$ cat src/rtl/fir_coef_sequencer.sv
// Coefficient loader and sample streamer for the transposed-form FIR filter.
// Shifts a local coefficient bank into the filter, flushes it, then streams samples with an aligned valid flag.
module fir_coef_sequencer #(
    parameter int W1    = 9,
    parameter int L     = 4,
    parameter int AW    = 2,
    parameter int Mpipe = 3
) (
    input  logic                 clk,
    input  logic                 reset,
    input  logic                 cw_en,
    input  logic [AW-1:0]        cw_addr,
    input  logic signed [W1-1:0] cw_data,
    input  logic                 start,
    input  logic                 x_valid,
    input  logic signed [W1-1:0] x_data,
    output logic                 x_ready,
    output logic                 Load_x,
    output logic signed [W1-1:0] c_out,
    output logic signed [W1-1:0] x_out,
    output logic                 busy,
    output logic                 done,
    output logic                 y_valid
);

    localparam int D    = Mpipe + 2;
    localparam int FLEN = L + Mpipe;
    localparam int FW   = $clog2(FLEN);

    typedef enum logic [1:0] {IDLE, LOAD, FLUSH, RUN} state_t;

    state_t               state_q;
    logic signed [W1-1:0] bank_q [L];
    logic [AW-1:0]        k_q;
    logic [AW-1:0]        k_d;
    logic [FW-1:0]        f_q;
    logic [D-1:0]         vpipe_q;

    logic bank_we;
    logic go_load;
    logic accept;

    assign k_d     = k_q + AW'(1);
    assign bank_we = cw_en && (32'(cw_addr) < L) && (state_q != LOAD);
    assign go_load = start && ((state_q == IDLE) || (state_q == RUN));
    // A start in RUN wins over a sample offered in the same cycle.
    assign accept  = x_valid && x_ready && !start;

    always_ff @(posedge clk or negedge reset) begin
        if (!reset) begin
            for (int i = 0; i < L; i++) begin
                bank_q[i] <= '0;
            end
        end else if (bank_we) begin
            bank_q[cw_addr] <= cw_data;
        end
    end

    always_ff @(posedge clk or negedge reset) begin
        if (!reset) begin
            state_q <= IDLE;
            k_q     <= '0;
            f_q     <= '0;
            vpipe_q <= '0;
            Load_x  <= 1'b1;
            c_out   <= '0;
            x_out   <= '0;
            x_ready <= 1'b0;
            busy    <= 1'b0;
            done    <= 1'b0;
            y_valid <= 1'b0;
        end else begin
            done    <= 1'b0;
            vpipe_q <= {vpipe_q[D-2:0], accept};
            y_valid <= vpipe_q[D-1];
            if (go_load) begin
                // Any samples still in flight belong to the old coefficient set.
                state_q <= LOAD;
                k_q     <= '0;
                vpipe_q <= '0;
                y_valid <= 1'b0;
                Load_x  <= 1'b0;
                c_out   <= bank_q[0];
                x_out   <= '0;
                x_ready <= 1'b0;
                busy    <= 1'b1;
            end else begin
                case (state_q)
                    IDLE: begin
                        Load_x <= 1'b1;
                        c_out  <= '0;
                        x_out  <= '0;
                    end
                    LOAD: begin
                        if (k_q == AW'(L - 1)) begin
                            state_q <= FLUSH;
                            f_q     <= '0;
                            Load_x  <= 1'b1;
                            c_out   <= '0;
                            x_out   <= '0;
                        end else begin
                            k_q   <= k_d;
                            c_out <= bank_q[k_d];
                        end
                    end
                    FLUSH: begin
                        if (f_q == FW'(FLEN - 1)) begin
                            state_q <= RUN;
                            done    <= 1'b1;
                            busy    <= 1'b0;
                            x_ready <= 1'b1;
                        end else begin
                            f_q <= f_q + FW'(1);
                        end
                    end
                    RUN: begin
                        x_out <= x_valid ? x_data : '0;
                    end
                    default: begin
                        state_q <= IDLE;
                    end
                endcase
            end
        end
    end

endmodule
$ cat config.mk
export PLATFORM = sky130hd
export DESIGN_NAME = fir_coef_sequencer
export DESIGN_NICKNAME = d
export VERILOG_FILES = /design/src/rtl/fir_coef_sequencer.sv
export SDC_FILE = /design/constraint.sdc
export NUM_CORES = 1
export LEC_CHECK = 0
export BUFFER_PORTS_ARGS = -buffer_cell sky130_fd_sc_hd__buf_2
export CORE_ASPECT_RATIO = 0.75
export CORE_MARGIN = 2
export CORE_UTILIZATION = 51
export DETAILED_ROUTE_END_ITERATION = 6
export PLACE_DENSITY = 0.76
export SLEW_MARGIN = 20
export SYNTH_ARGS = -nofsm -noshare
export SYNTH_HDL_FRONTEND = slang
export SYNTH_SLANG_ARGS = --single-unit
$ cat constraint.sdc
create_clock -name clk -period 1.85 [get_ports clk]
set_input_delay 0.185 -clock clk [delete_from_list [all_inputs] [get_ports clk]]
set_output_delay 0.185 -clock clk [all_outputs]
set_load 0.005 [all_outputs]
==> flow_summary.yaml, run 1 <==
status:
  status: "complete, no violations"
synth:
  yosysSeqAreaShare_pct: 55.9
  synth_cell_types: 33
  synth_warnings: 0
  synthXorXnorAreaFrac_pct: 0.275
  ys.flop_type: "dfrtp_1"
  synth.area.top_cells: "dfrtp_1 55%, mux2_2 16%, mux4_2 6.4%, and3_1 3.7%, a221o_1 2.8%"
  yosysMostFrequentCell: "dfrtp_1"
  yosys.area_share.adder_pct: 2.75
  synth_simple_gate_area_share_pct: 10.1
  syn_area_per_cell_um2: 14.0
  synth-edff-count: 0
  synth_area_leader_cell: "dfrtp_1"
  synth_top_family_by_area: "multiplexers"
  synth.area.mux_share_pct: 22.7
  synth.net_count: 259
  synth_compound_area_share_pct: 5.74
  netlist_instances: 227
  ys_top_cells_by_count: "70 x dfrtp_1, 46 x mux2_2, 19 x and3_1, 9 x a221o_1, 9 x mux4_2"
  synth_top_area_share_pct: 55.1
  async_reset_ff_share_pct: 100
  synth-seq-cells: 71
  syn_area_um2: 3180
critical_path:
  path_cells: "inv_1 -> ha_2 -> buf_4 -> inv_1 -> nand4_1 -> buf_12 -> mux2_2"
  r2r_cells: 7
  critical_path_class: "reg -> reg"
  cpMaxStageDelayCell: "dfrtp_1"
  cp-end-kind: "flop"
  required_ns: 2.08
  cp_max_fo: 9
  r2r_slack_ns: 0.11
  r2r-start: "state_q[1]"
  cp_common_cell: "inv_1"
  cp.buffers_inverters: 4
  crit_start: "state_q[1]"
  critPathTopFamily: "buffers and inverters"
  start_kind: "flop"
  slowest_delay_ns: 0.40
  worstPathArrival_ns: 1.97
  r2r_end: "bank_q[7]"
finish:
  area_growth_pct: 22.3
  nets: 323
  diodes: 0
  multi_input_area_um2: 1340
  post-route-util_pct: 65.8
  drive_gt1_share_pct: 48.0
  n_fill_cell: 466
  regArea_um2: 1780
  design_area_um2: 3890
worst_hold_path:
  hp-start: "start"
  whs_path_depth: 2
  holdPathEnd: "vpipe_q[0]"
  hold_path_class: "in -> reg"
drt:
  ant_nets: 0
  drt_iter0_markers: 93
  remaining_drc_errors: 0
  viasPerCell: 5.53
  first_pass_iters: 4
  vias: 2068
  routedWlPerCell_um: 16.7
  drt_wl_total_um: 6240
timing:
  tightestPinTransition_ns: 0.429
  relSlewSlack_pct: 71.3
  maxSlewViolCount: 0
  clock_skew_ns: 0.00724
  finalCritPeriodShare_pct: 94.0
  setup_viol: 0
  hold_viol: 0
  min_period_ns: 1.74
  timing.fmax_ghz: 0.575
global_route:
  grt_pass1_vias: 2032
  gr-usage-met2_pct: 30.7
  antenna_found_initial: 0
  use_met3_pct: 6.23
  grt_max_degree: 72
  grt-ovfl-total: 0
  grt_most_used_layer: "met2"
  grt_pass1_wl_um: 9910
  use_met1_pct: 25.6
  grt_use_total_pct: 19.4
run:
  maxCapViolations: 0
clock_network:
  tritoncts: "done"
  clk_latency_ns: 0.34
  numCtsBuffers: 9
  cts.sinks: 71
  htreeDepth: 3
  cts.clk_slew.worst_paths_ns: 0.07
  ctsLongestPathBuffers: 2
  cts_root_buf: "clkbuf_8"
placement:
  place.gp.congestion: 0.769
  place_hpwl_um: 4220
  dpl-instance-area_um2: 3620
  place.port_buffers: 47
floorplanning:
  io_pins: 48
  die_y_um: 72.4
  coreArea_um2: 5920
  die_area_um2: 6890
  die_w_um: 95.2
  start_util_pct: 53.8
  rows: 24
power_and_ir_drop:
  p_leak_nw: 1.91
  peakVddDrop_mv: 0.842
  p_per_area_nw_per_um2: 1710
  total_power_mw: 6.65
[per-layer routing]
metal,share of wire (%),up-vias
met4,0.61,0
met3,4.8,4
met2,48,51
li1,-,966
met1,47,1047
met5,0,-
[metrics by stage]
step                setup TNS, ns  cells  worst slack [ns]  hold slack [ns]
floorplan                       0    227            0.0108           -0.111
global placement                0    356            0.0983            0.240
detailed placement              0    356            0.0172            0.243
CTS                             0    373           0.00135           0.0124
global route             -0.00478    374          -0.00478           0.0546
finish                          0    374             0.112           0.0634
[power breakdown]
group / total, mW / switching, mW / internal (mW)
Combinational: 2.71 / 1.16 / 1.55
Clock: 1.40 / 0.560 / 0.838
Sequential: 2.55 / 0.357 / 2.19
[worst max-delay path by stage]
stage                      to  slack, ns  cells after the start
floorplan            c_out[0]       0.01                      5
global placement     c_out[6]        0.1                      4
detailed placement  bank_q[7]       0.02                      7
CTS                 bank_q[7]      0.001                      7
global route           f_q[1]     -0.005                      6
finish              bank_q[7]       0.11                      7
[area by class of cell]
class	instances	share of cell area [%]
Sequential cell	71	45.7
Multi-Input combinational cell	138	34.5
Timing Repair Buffer	66	10.8
Clock buffer	12	3.99
Tap cell	78	2.51
Clock inverter	4	1.96
Inverter	5	0.482
[state kept, by name (all words and copies together) (netlist names)]
name,count
c_out,9
busy,1
k_q,2
state_q,2
x_out,9
bank_q,36
Load_x,1
vpipe_q,5
f_q,3
y_valid,1
x_ready,1
done,1
[cells in the final DEF (no fill, tap or decap), types with 2 or more instances in the layout]
master / instances
buf_4: 14
mux2_2: 46
and2_1: 6
inv_1: 5
nand2_1: 6
buf_12: 3
a221o_1: 9
mux4_2: 9
o21ai_0: 2
dfrtp_1: 70
o41ai_1: 2
nand3_1: 3
a31oi_1: 2
ha_1: 6
nor2b_1: 3
bufinv_16: 2
buf_2: 47
nor2_1: 8
nand4_1: 2
clkbuf_8: 11
and3_1: 19
[cell families (layout without fill, tap and decap cells)]
family                     after synthesis  after routing
adders and majority gates                7              7
DFF                                     71             71
AOI/OAI and AO/OA                       22             22
and+or+nand+nor                         53             53
buffers and inverters                   18             87
xor gates and xnor gates                 1              1
muxes                                   55             55
[timing repair]
action | in CTS | in global routing
endpoints found under the hold margin | 70 | 0
endpoints found under the setup margin | 0 | 33
resized for setup | 0 | 5
hold buffers | 1 | 0
setup buffers | 0 | 1
Note: power is estimated with default switching activity, not from simulation.
==> inputs of run 2 (changes only) <==
- ABC_AREA: not set -> 1
- CORE_UTILIZATION: 51 -> 52
==> run 2 against run 1 <==
Net effect:
- clock skew grew 0.00059 ns
- synthesized area grew 11%
- first-iteration DRC count grew 7.5%
- via count grew 36%
- worst hold slack lost 0.050 ns
- clock power shrank 16%
- register-to-register slack gained 0.05 ns
- global-route usage grew 1.1 points
- sequential share of layout area shrank 2.0 points
- die area grew 8.5%
- synthesized cell count grew 93%
- largest cell class unchanged
- largest power group unchanged
==> flow_summary.yaml, run 2 <==
finish:
  largest_register_ff_count: 36
  largest_register: "bank_q"
  layout_common_cells: "164 x nand2_1, 72 x inv_1, 70 x dfrtp_1, 47 x buf_2, 33 x nand3_1"
  top_regs: "bank_q x36, c_out x9, x_out x9"
  nets: 527
  drive_gt1_share_pct: 21.4
  diodes: 0
  design_area_um2: 4070
  final_common_cell: "nand2_1"
  area_growth_pct: 15.2
placement:
  dpl-instance-area_um2: 3870
  place.gp.congestion: 0.844
  place_hpwl_um: 5000
  place.port_buffers: 47
  pre_cts_slack_ns: 0.144
run:
  maxCapViolations: 0
critical_path:
  critPathTopFamily: "simple AND/OR/NAND/NOR gates"
  path_cells: "inv_1 -> ha_1 -> nor2_4 -> nand3_4 -> nand2_1 -> o21ai_2"
  critical_path_class: "reg -> reg"
  start_kind: "flop"
  cp.buffers_inverters: 1
  required_ns: 2.09
  worstPathArrival_ns: 1.92
  cp_max_fo: 18
  cp-end-kind: "flop"
  cpMaxStageDelayCell: "dfrtp_1"
  slowest_delay_ns: 0.41
status:
  status: "complete, no violations"
timing:
  finalSetupTns_ns: 0
  setup_viol: 0
  rsz0062_at_grt: "false"
  finalCritPeriodShare_pct: 91.1
  maxSlewViolCount: 0
  relSlewSlack_pct: 64.8
  clock_skew_ns: 0.00784
  min_period_ns: 1.69
  worst_slack_ns: 0.165
  tightestPinTransition_ns: 0.524
  whs_ns: 0.0130
  timing.fmax_ghz: 0.593
  hold_viol: 0
floorplanning:
  die_w_um: 99.2
  io_pins: 48
  start_util_pct: 54.8
  die_area_um2: 7480
  die_y_um: 75.4
  coreArea_um2: 6440
  rows: 25
global_route:
  antenna_found_initial: 0
  grt_pass1_vias: 2558
  grt_use_total_pct: 20.5
  grt_max_degree: 54
  grt-ovfl-total: 0
  grt_pass1_wl_um: 12000
synth:
  async_reset_ff_share_pct: 100
  syn_area_per_cell_um2: 8.09
  synth_warnings: 0
  synth-seq-cells: 71
  synth.net_count: 469
  ys.flop_type: "dfrtp_1"
  syn_area_um2: 3530
  yosysMostFrequentCell: "nand2_1"
  synth_cell_types: 24
  synth_area_leader_cell: "dfrtp_1"
  netlist_instances: 437
  yosysSeqAreaShare_pct: 50.3
  ys_top_cells_by_count: "164 x nand2_1, 72 x inv_1, 70 x dfrtp_1, 33 x nand3_1, 23 x o21ai_2"
  synth_top_area_share_pct: 49.6
  synth.area.top_cells: "dfrtp_1 50%, nand2_1 17%, inv_1 7.6%, o21ai_2 5.7%, nand3_1 4.7%"
  synth-edff-count: 0
clock_network:
  htreeDepth: 3
  tritoncts: "done"
  cts.sinks: 71
  numCtsBuffers: 9
  clk_latency_ns: 0.35
  cts_root_buf: "clkbuf_8"
  ctsLongestPathBuffers: 2
  cts.clk_slew.worst_paths_ns: 0.07
drt:
  vias: 2809
  viasPerCell: 4.83
  ant_nets: 0
  routedWlPerCell_um: 11.8
  remaining_drc_errors: 0
  drt_wl_total_um: 6880
  first_pass_iters: 4
  drt_iter0_markers: 100
power_and_ir_drop:
  p_per_area_nw_per_um2: 1520
  p_leak_nw: 2.27
  peakVddDrop_mv: 0.762
worst_hold_path:
  hold_path_class: "in -> reg"
[run 2: changes by cell type after synthesis, moves of 8 or more]
cell / delta
a221o_1: -9
and3_1: -19
inv_1: +67
mux2_2: -46
mux4_2: -9
nand2_1: +158
nand3_1: +30
nor2_1: +8
o21ai_1: +15
o21ai_2: +23
[run 2: timing repair]
item                       in CTS  in global routing
hold endpoints to repair       17                  0
setup endpoints to repair       0                  5
resized for setup               0                  1
setup buffers                   0                  0
hold buffers                    1                  0
[run 2: path summary, 6_finish.rpt]
| path | slack [ns] | to | from | cells past startpoint |
|---|---|---|---|---|
| max | 0.16 | bank_q[25] | state_q[1] | 6 |
| max reg2reg | 0.16 | bank_q[25] | state_q[1] | 6 |
| min reg2reg | 0.47 | vpipe_q[1] | vpipe_q[0] | 2 |
| max in group asynchronous | 0.90 | x_out[4] | reset | 3 |
| min | 0.01 | vpipe_q[0] | start | 2 |
| min in group asynchronous | 0.31 | bank_q[25] | reset | 2 |
[run 2: cells by family after synthesis]
group                      after synthesis  share of synthesized area (%)
buffers and inverters                   87                           10.6
AOI/OAI and AO/OA                       48                           9.24
adders and majority gates                7                           2.48
and+or+nand+nor                        224                           27.3
DFF                                     71                           50.3
[run 2: where the power goes]
group | switching [mW] | internal (mW) | leakage (nW)
Clock | 0.547 | 0.637 | 0.0970
Combinational | 1.66 | 0.996 | 1.26
Sequential | 0.305 | 2.06 | 0.913
[run 2: area by class of cell]
| type | instances | area (um^2) |
|---|---|---|
| Clock buffer | 16 | 190 |
| Fill cell | 564 | 2370 |
| Inverter | 76 | 289 |
| Multi-Input combinational cell | 279 | 1380 |
| Sequential cell | 71 | 1780 |
| Tap cell | 81 | 101 |
| Timing Repair Buffer | 58 | 333 |
[run 2: metrics by stage]
step	util (%)	instances	power, mW
after floorplan	-	437	4.33
after global placement	60.0	564	4.96
after detailed placement	60.0	564	5.05
after CTS	63.1	581	6.28
after global routing	63.2	581	6.81
final	63.2	581	6.21
[run 2: layer usage]
metal  track usage, %  part of all wire [%]
met1             27.6                    47
met2             33.0                    47
met3             5.41                   5.0
met4             7.31                   1.3
met5                0                     0
==> inputs of run 3 (changes only) <==
--- a/config.mk
+++ b/config.mk
@@ -12,4 +12,5 @@
 export CORE_UTILIZATION = 52
 export DETAILED_ROUTE_END_ITERATION = 6
+export HOLD_SLACK_MARGIN = 0.15
 export PLACE_DENSITY = 0.76
 export SLEW_MARGIN = 20
==> constraint.sdc (replaced) <==
create_clock -name clk -period 1.85 [get_ports clk]
set_input_delay 0.0925 -clock clk [delete_from_list [all_inputs] [get_ports clk]]
set_output_delay 0.0925 -clock clk [all_outputs]
set_load 0.005 [all_outputs]
==> run 3 against run 2 <==
Net effect:
- final cell count is 3.4% higher
- critical path depth did not move
- largest power group unchanged
- sequential share of layout area shrank 2.0 points
- largest cell class unchanged
- total power is 0.88% higher
- wire length up 4.9%
- highest routed layer unchanged
- final area grew 4.9%
- via count grew 3.1%
==> flow_summary.yaml, run 3 (same netlist as run 2, synthesis figures left out) <==
timing:
  min_period_ns: 1.69
  setup_viol: 0
  rsz0062_at_grt: "false"
  maxSlewViolCount: 0
  tightestPinTransition_ns: 0.534
  finalSetupTns_ns: 0
  whs_ns: 0.191
  clock_skew_ns: 0.00895
  hold_viol: 0
  worst_slack_ns: 0.157
  finalCritPeriodShare_pct: 91.5
  timing.fmax_ghz: 0.591
  relSlewSlack_pct: 64.2
critical_path:
  r2r_cells: 6
  required_ns: 2.09
  cpMaxStageDelayCell: "dfrtp_1"
  cp_max_fo: 18
  cp.buffers_inverters: 1
  slowest_delay_ns: 0.41
  start_kind: "flop"
  path_cells: "inv_1 -> ha_1 -> nor2_4 -> nand2_2 -> nand2_1 -> o21ai_2"
  r2r_end: "bank_q[17]"
  critPathTopFamily: "simple AND/OR/NAND/NOR gates"
  worstPathArrival_ns: 1.93
  cp-end-kind: "flop"
  critical_path_class: "reg -> reg"
  r2r_slack_ns: 0.16
  r2r-start: "state_q[1]"
placement:
  place.gp.congestion: 0.844
  place.port_buffers: 47
  place_hpwl_um: 5000
  dpl-instance-area_um2: 3870
  dp.cells: 564
  pre_cts_slack_ns: 0.144
clock_network:
  post_cts_buffers: 0
  cts.clk_slew.worst_paths_ns: 0.07
  clk_latency_ns: 0.35
  cts_root_buf: "clkbuf_8"
  numCtsBuffers: 9
  htreeDepth: 3
  ctsLongestPathBuffers: 2
  tritoncts: "done"
  cts.sinks: 71
floorplanning:
  io_pins: 48
  coreArea_um2: 6440
  die_y_um: 75.4
  rows: 25
  start_util_pct: 54.8
  die_area_um2: 7480
  die_w_um: 99.2
run:
  maxCapViolations: 0
drt:
  vias: 2895
  remaining_drc_errors: 0
  viasPerCell: 4.82
  drt_wl_total_um: 7220
  first_pass_iters: 5
  drt_iter0_markers: 123
  routedWlPerCell_um: 12.0
  ant_nets: 0
global_route:
  grt_pass1_wl_um: 12400
  grt_pass1_vias: 2638
  grt_max_degree: 54
  grt-ovfl-total: 0
  grt_use_total_pct: 21.3
  antenna_found_initial: 0
finish:
  layout_common_cells: "164 x nand2_1, 72 x inv_1, 70 x dfrtp_1, 47 x buf_2, 33 x nand3_1"
  drive_gt1_share_pct: 20.6
  design_area_um2: 4270
  final_common_cell: "nand2_1"
  n_fill_cell: 537
  top_regs: "bank_q x36, c_out x9, x_out x9"
  largest_register_ff_count: 36
  stdcell_count: 601
  largest_register: "bank_q"
  nets: 547
  area_growth_pct: 20.9
  diodes: 0
power_and_ir_drop:
  peakVddDrop_mv: 0.764
  p_leak_nw: 2.35
  p_per_area_nw_per_um2: 1470
worst_hold_path:
  hold_path_class: "in -> reg"
  whs_path_depth: 3
  hp-start: "cw_addr[1]"
  holdPathEnd: "bank_q[7]"
status:
  status: "complete, no violations"
## run 3: cell types whose count changed in the layout (fill, tap and decap cells not counted), sizes merged
cell,before,now
dlygate4sd3,1,21
## run 3: worst max-delay path by stage
stage / startpoint / endpoint / slack [ns] / cells past startpoint
floorplan: state_q[0] / c_out[0] / 0.37 / 8
CTS: state_q[1] / bank_q[25] / 0.13 / 6
finish: state_q[1] / bank_q[17] / 0.16 / 6
global placement: state_q[0] / c_out[8] / 0.23 / 8
detailed placement: state_q[1] / bank_q[25] / 0.14 / 6
global route: state_q[1] / f_q[2] / 0.04 / 9
## run 3: layout make-up
type | instances | area (um^2) | share of cell area, %
Sequential cell | 71 | 1780 | 41.6
Clock buffer | 16 | 190 | 4.45
Timing Repair Buffer | 78 | 533 | 12.5
Tap cell | 81 | 101 | 2.37
Inverter | 76 | 289 | 6.77
Multi-Input combinational cell | 279 | 1380 | 32.3
## run 3: through the flow
stage | power (mW) | utilization (%)
floorplan | 4.33 | -
global placement | 4.96 | 60.0
detailed placement | 5.05 | 60.0
CTS | 6.31 | 66.2
global route | 6.85 | 66.3
finish | 6.26 | 66.3
## run 3: power breakdown
| group | leakage [nW] | internal, mW | switching (mW) | total [mW] |
|---|---|---|---|---|
| Combinational | 1.34 | 1.02 | 1.68 | 2.70 |
| Clock | 0.0970 | 0.636 | 0.552 | 1.19 |
| Sequential | 0.913 | 2.06 | 0.307 | 2.37 |
| Total | 2.35 | 3.72 | 2.54 | 6.26 |
## run 3: tightest hold or removal path, stage by stage
cell and delay (ns):
buf_2 0.12, nand3_4 0.23, o21ai_2 0.07
## run 3: timing repair
item | CTS | global route
hold buffers | 21 | 0
endpoints found under the setup margin | 0 | 5
resized for setup | 0 | 1
hold endpoints to repair | 118 | 0
## run 3: per-layer routing
layer  vias to the layer above  routed length [um]  global-route usage (%)
met2                        50                3380                    34.6
met1                      1342                3460                    28.4
met4                         0                  87                    7.31
met5                         -                   0                       0
met3                        12                 288                    5.41
li1                       1491                   -                       -
